File: src/rtl/regfile_pkg.sv
// regfile_pkg: register-file geometry and writeback request types shared by the writeback arbiter.
package regfile_pkg;
    localparam int RF_DATA_W = 32;
    localparam int RF_ADDR_W = 4;
    typedef struct packed {
        logic [RF_ADDR_W-1:0] addr;
        logic [RF_DATA_W-1:0] data;
    } wb_req_t;
    localparam logic [RF_DATA_W-1:0] ZERO_VALUE = '0;
endpackage

File: src/rtl/wb_slot.sv
// wb_slot: 1-entry writeback holding register; drains on grant and refills in the same cycle.
module wb_slot
    import regfile_pkg::*;
#(
    parameter int DATA_W = RF_DATA_W,
    parameter int ADDR_W = RF_ADDR_W
) (
    input  logic              clk,
    input  logic              rst_n,
    input  logic              flush,
    input  logic              in_valid,
    output logic              in_ready,
    input  logic [ADDR_W-1:0] in_addr,
    input  logic [DATA_W-1:0] in_data,
    input  logic              grant,
    output logic              full,
    output logic [ADDR_W-1:0] addr,
    output logic [DATA_W-1:0] data
);
    logic              full_q, full_d;
    logic [ADDR_W-1:0] addr_q, addr_d;
    logic [DATA_W-1:0] data_q, data_d;
    logic              take;

    // ready depends only on slot state, grant and flush -- never on in_valid
    always_comb begin
        in_ready = !flush && (!full_q || grant);
        take     = in_valid && in_ready;
        full_d   = flush ? 1'b0 : take ? 1'b1 : grant ? 1'b0 : full_q;
        addr_d   = take ? in_addr : addr_q;
        data_d   = take ? in_data : data_q;
    end

    always_ff @(posedge clk or negedge rst_n) begin
        if (!rst_n) begin
            full_q <= 1'b0;
            addr_q <= '0;
            data_q <= '0;
        end else begin
            full_q <= full_d;
            addr_q <= addr_d;
            data_q <= data_d;
        end
    end

    assign full = full_q;
    assign addr = addr_q;
    assign data = data_q;
endmodule

File: src/rtl/reg_wb_arbiter.sv
// reg_wb_arbiter: two-port round-robin writeback arbiter feeding a registered register-file write stage.
// Define REG_WB_ZERO_PROTECT_EN to suppress rf_wena for writes to register 0.
module reg_wb_arbiter
    import regfile_pkg::*;
#(
    parameter int DATA_W = RF_DATA_W,
    parameter int ADDR_W = RF_ADDR_W
) (
    input  logic              clk,
    input  logic              rst_n,
    input  logic              flush,
    input  logic              wb0_valid,
    output logic              wb0_ready,
    input  logic [ADDR_W-1:0] wb0_addr,
    input  logic [DATA_W-1:0] wb0_data,
    input  logic              wb1_valid,
    output logic              wb1_ready,
    input  logic [ADDR_W-1:0] wb1_addr,
    input  logic [DATA_W-1:0] wb1_data,
    output logic              rf_wena,
    output logic [ADDR_W-1:0] rf_waddr,
    output logic [DATA_W-1:0] rf_wdata,
    output logic [1:0]        pend_valid,
    output logic [ADDR_W-1:0] pend_addr0,
    output logic [ADDR_W-1:0] pend_addr1
);
    logic [1:0]        full, grant;
    logic [ADDR_W-1:0] addr0, addr1, sel_addr;
    logic [DATA_W-1:0] data0, data1, sel_data;
    logic              rr_q, rr_d;
    logic              wena_q, wena_d;
    logic [ADDR_W-1:0] waddr_q, waddr_d;
    logic [DATA_W-1:0] wdata_q, wdata_d;

    wb_slot #(.DATA_W(DATA_W), .ADDR_W(ADDR_W)) u_slot0 (
        .clk(clk), .rst_n(rst_n), .flush(flush),
        .in_valid(wb0_valid), .in_ready(wb0_ready), .in_addr(wb0_addr), .in_data(wb0_data),
        .grant(grant[0]), .full(full[0]), .addr(addr0), .data(data0)
    );

    wb_slot #(.DATA_W(DATA_W), .ADDR_W(ADDR_W)) u_slot1 (
        .clk(clk), .rst_n(rst_n), .flush(flush),
        .in_valid(wb1_valid), .in_ready(wb1_ready), .in_addr(wb1_addr), .in_data(wb1_data),
        .grant(grant[1]), .full(full[1]), .addr(addr1), .data(data1)
    );

    // rr_q names the slot that wins when both are full; only contested grants move it
    always_comb begin
        grant[0] = !flush && full[0] && (!full[1] || !rr_q);
        grant[1] = !flush && full[1] && (!full[0] || rr_q);
        rr_d     = (!flush && &full) ? !rr_q : rr_q;
        sel_addr = grant[1] ? addr1 : addr0;
        sel_data = grant[1] ? data1 : data0;
`ifdef REG_WB_ZERO_PROTECT_EN
        wena_d   = |grant && (sel_addr != '0);
`else
        wena_d   = |grant;
`endif
        waddr_d  = |grant ? sel_addr : waddr_q;
        wdata_d  = |grant ? sel_data : wdata_q;
    end

    always_ff @(posedge clk or negedge rst_n) begin
        if (!rst_n) begin
            rr_q    <= 1'b0;
            wena_q  <= 1'b0;
            waddr_q <= '0;
            wdata_q <= '0;
        end else begin
            rr_q    <= rr_d;
            wena_q  <= wena_d;
            waddr_q <= waddr_d;
            wdata_q <= wdata_d;
        end
    end

    assign rf_wena    = wena_q;
    assign rf_waddr   = waddr_q;
    assign rf_wdata   = wdata_q;
    assign pend_valid = full;
    assign pend_addr0 = addr0;
    assign pend_addr1 = addr1;
endmodule

File: config.mk
export PLATFORM = sky130hd
export DESIGN_NAME = reg_wb_arbiter
export DESIGN_NICKNAME = d
export VERILOG_FILES = /design/src/rtl/regfile_pkg.sv /design/src/rtl/wb_slot.sv /design/src/rtl/reg_wb_arbiter.sv
export SDC_FILE = /design/constraint.sdc
export NUM_CORES = 1
export LEC_CHECK = 0
export CAP_MARGIN = 10
export CORE_MARGIN = 8
export CORE_UTILIZATION = 53
export DETAILED_ROUTE_END_ITERATION = 16
export GPL_ROUTABILITY_DRIVEN = 0
export MAX_ROUTING_LAYER = met4
export PLACE_DENSITY = 0.84
export SYNTH_ARGS = -nofsm -noshare
export SYNTH_HDL_FRONTEND = slang
export SYNTH_HIERARCHICAL = 1
export SYNTH_SLANG_ARGS = --single-unit
File: constraint.sdc
create_clock -name clk -period 3.3 [get_ports clk]
set_clock_uncertainty 0.15 [all_clocks]
set_input_delay 0.66 -clock clk [delete_from_list [all_inputs] [get_ports clk]]
set_output_delay 0.66 -clock clk [all_outputs]
set_load 0.02 [all_outputs]
==> results.sh <==
export IMPL_viasPerCell=5.33
export IMPL_p_leak_uw=0.00273
export IMPL_post_cts_setup_buffers=0
export IMPL_worstSetupEndpointType="output pin"
export IMPL_syn_inst=378
export IMPL_post_dp_cell_area_mm2=0.00639
export IMPL_synth_adder_area_share=0
export IMPL_firstDrtPassIters=4
export IMPL_critPathBufInv=2
export IMPL_cts_resized_gates=0
export IMPL_utilization=0.690
export IMPL_start_kind="input pin"
export IMPL_fillerInstances=694
export IMPL_core_region_area_mm2=0.00955
export IMPL_start_util=0.535
export IMPL_rsz0062_at_grt="false"
export IMPL_drt_drc_violations_left=0
export IMPL_drv_slew=0
export IMPL_clockBufferDepth=2
export IMPL_rows=36
export IMPL_crit_type="in -> out"
export IMPL_path_delay_family="buffers and inverters"
export IMPL_min_period_ns=3.11
export IMPL_drive_gt1_frac=0.210
export IMPL_final_area_mm2=0.00659
export IMPL_antenna_found_initial=0
export IMPL_final_nets=568
export IMPL_yosys_warnings=6
export IMPL_grt_pass1_vias=3639
export IMPL_cp_slowest_cell="clkdlybuf4s50_1"
export IMPL_cpMostUsedCell="clkdlybuf4s50_1"
export IMPL_synth_ff_latch_count=112
export IMPL_finalSetupViolCount=0
export IMPL_grt_overflow_total=0
export IMPL_clk_pin_slew_ns=0.11
export IMPL_status="complete, no violations"
export IMPL_ios=126
export IMPL_multi_input_area_mm2=0.00204
export IMPL_die_y_um=114
export IMPL_seqCellArea_mm2=0.00280
export IMPL_period_share=0.941
export IMPL_synth_nets=455
export IMPL_numCtsBuffers=9
export IMPL_power_density_mw_per_mm2=586
export IMPL_syn_area_mm2=0.00511
export IMPL_wirelength_mm=11.6
export IMPL_antenna_cells=0
export IMPL_critical_path_arrival_ns=2.30
export IMPL_worst_slew_pin_slew_ns=0.661
export IMPL_cts_hold_buf=0
export IMPL_port_buffers=125
export IMPL_fmax_mhz=322
export IMPL_reg2regPathDepth=6
export IMPL_cts_sinks=112
export IMPL_num_vias=3351
export IMPL_hold_viol=0
export IMPL_crit_path_cell_trace="clkdlybuf4s50_1, nand2b_1, a21oi_1, nor2b_4, nor2_1, clkdlybuf4s50_1"
export IMPL_crit_required_ns=2.49
export IMPL_r2r_start="u_slot0/full$_DFFE_PN0P_"
export IMPL_finalSetupTns_ns=0
export IMPL_dieArea_mm2=0.0130
export IMPL_critical_path_cell_count=6
export IMPL_fp_dieW_um=114
export IMPL_grt_max_degree=74
export IMPL_r2r_slack_ns=1.20
export IMPL_synth_mux_area_fraction=0.203
export IMPL_areaGrowthSynthToFinish_pct=29.1
export IMPL_cts_tree="done"
export IMPL_avgSynthCellArea_um2=13.5
export IMPL_synth_xor_area_frac=0.00171
export IMPL_hold_class="in -> async"
export IMPL_relSlewSlack=0.559
export IMPL_seq_area_frac_synth=0.549
export IMPL_final_antenna_net_count=0
export IMPL_wl_per_cell_um=18.4
export IMPL_synthSimpleGateAreaFrac=0.109
export IMPL_drt_iter0_markers=144
export IMPL_cts_htree_levels=3
export IMPL_cts_root_buf="clkbuf_8"
export IMPL_r2r_end="u_slot1/data[7]$_DFFE_PN0P_"
export IMPL_place_hpwl_mm=7.95
export IMPL_yosys_cell_types_count=21
export IMPL_synth_compound_area_share=0.0823
export IMPL_synth_top_family_by_area="multiplexers"
export IMPL_clock_latency_ns=0.36
export IMPL_grt_pass1_wl_mm=18.7
export IMPL_grt_usage=0.187
export IMPL_critPathMaxStageDelay_ns=0.61
export IMPL_cap_violations=0
export IMPL_ir_drop_mv=0.326
export IMPL_critPathMaxFanout=5
metal layers:
metal / vias to the layer above / wire (µm) / track usage
met5: - / 0 / -
met4: 0 / 257 / 0.0683
met3: 19 / 504 / 0.0374
met2: 98 / 5830 / 0.306
met1: 1658 / 5010 / 0.225
li1: 1576 / - / -
per-stage QoR:
step | std cells | total power, µW | hold slack [ns] | setup slack (ns)
after floorplan | 378 | 2540 | 0.214 | 0.860
after global placement | 613 | 3010 | 0.331 | 0.218
after detailed placement | 613 | 3060 | 0.336 | 0.175
after CTS | 629 | 3900 | 0.181 | 0.163
after global routing | 629 | 4070 | 0.204 | 0.0589
final | 629 | 3860 | 0.159 | 0.194
cells by family after synthesis:
logic type / Yosys count
AOI/OAI and AO/OA: 74
DFF: 112
muxes: 72
and+or+nand+nor: 87
xor gates and xnor gates: 1
buffers and inverters: 32
synth_stat cells:
library cell / number / area, µm²
nor2_1: 43 / 161
buf_6: 8 / 90.1
buf_2: 5 / 25.0
o21ai_0: 21 / 105
mux2_4: 60 / 901
dfrtp_1: 112 / 2800
buf_12: 6 / 120
nand3b_1: 1 / 7.51
a21oi_1: 1 / 5.00
mux2_2: 12 / 135
xnor2_1: 1 / 8.76
or3b_1: 36 / 315
clkbuf_1: 9 / 33.8
buf_1: 4 / 15.0
a31oi_1: 36 / 225
nand2b_1: 2 / 12.5
nor3b_2: 2 / 25.0
nor2b_1: 1 / 6.26
o21ba_1: 1 / 10.0
nor2b_4: 2 / 27.5
o21ai_1: 15 / 75.1
cell usage in the layout (no fill, tap or decap):
master and instances:
mux2_2 12, buf_12 5, nand2b_1 1, nand3b_1 1, or3b_1 36, o21ba_2 1, dfrtp_1 112, o21ai_1 15
clkinv_2 1, inv_8 2, o21ai_0 21, xnor2_1 1, nor3b_4 2, a21oi_1 1, clkinvlp_4 1, nor2_1 43
clkbuf_8 9, clkbuf_1 1, a31oi_1 36, mux2_4 60, inv_6 1, clkdlybuf4s50_1 124, buf_4 5, nor2b_4 3
nand2b_2 1, bufinv_16 1
worst max-delay path by stage:
| stage | from | to | slack (ns) |
|---|---|---|---|
| 2_1_floorplan | flush | wb1_ready | 0.86 |
| 3_3_place_gp | flush | wb1_ready | 0.22 |
| 3_5_place_dp | flush | wb0_ready | 0.17 |
| 4_1_cts | flush | wb0_ready | 0.16 |
| 5_1_grt | flush | wb0_ready | 0.06 |
| 6_report | flush | wb0_ready | 0.19 |
registers in the layout, summed over array words and instances (netlist names):
| signal | flops |
|---|---|
| rf_wdata | 32 |
| u_slot0/data | 32 |
| u_slot1/data | 32 |
| rf_waddr | 4 |
| u_slot0/addr | 4 |
| u_slot1/addr | 4 |
| rf_wena | 1 |
| rr_q | 1 |
| u_slot0/full | 1 |
| u_slot1/full | 1 |
where the power goes:
| part | switching [µW] | internal (µW) |
|---|---|---|
| Clock | 476 | 364 |
| Combinational | 526 | 662 |
| Sequential | 173 | 1660 |
| Total | 1170 | 2690 |
final cells by class:
class,count,area share
clock buffer,10,0.0194
clock inverter,6,0.0112
multi-input combinational,234,0.310
sequential,112,0.425
tap,133,0.0252
timing repair buffer,134,0.209
Note: power is estimated with default switching activity, not from simulation.
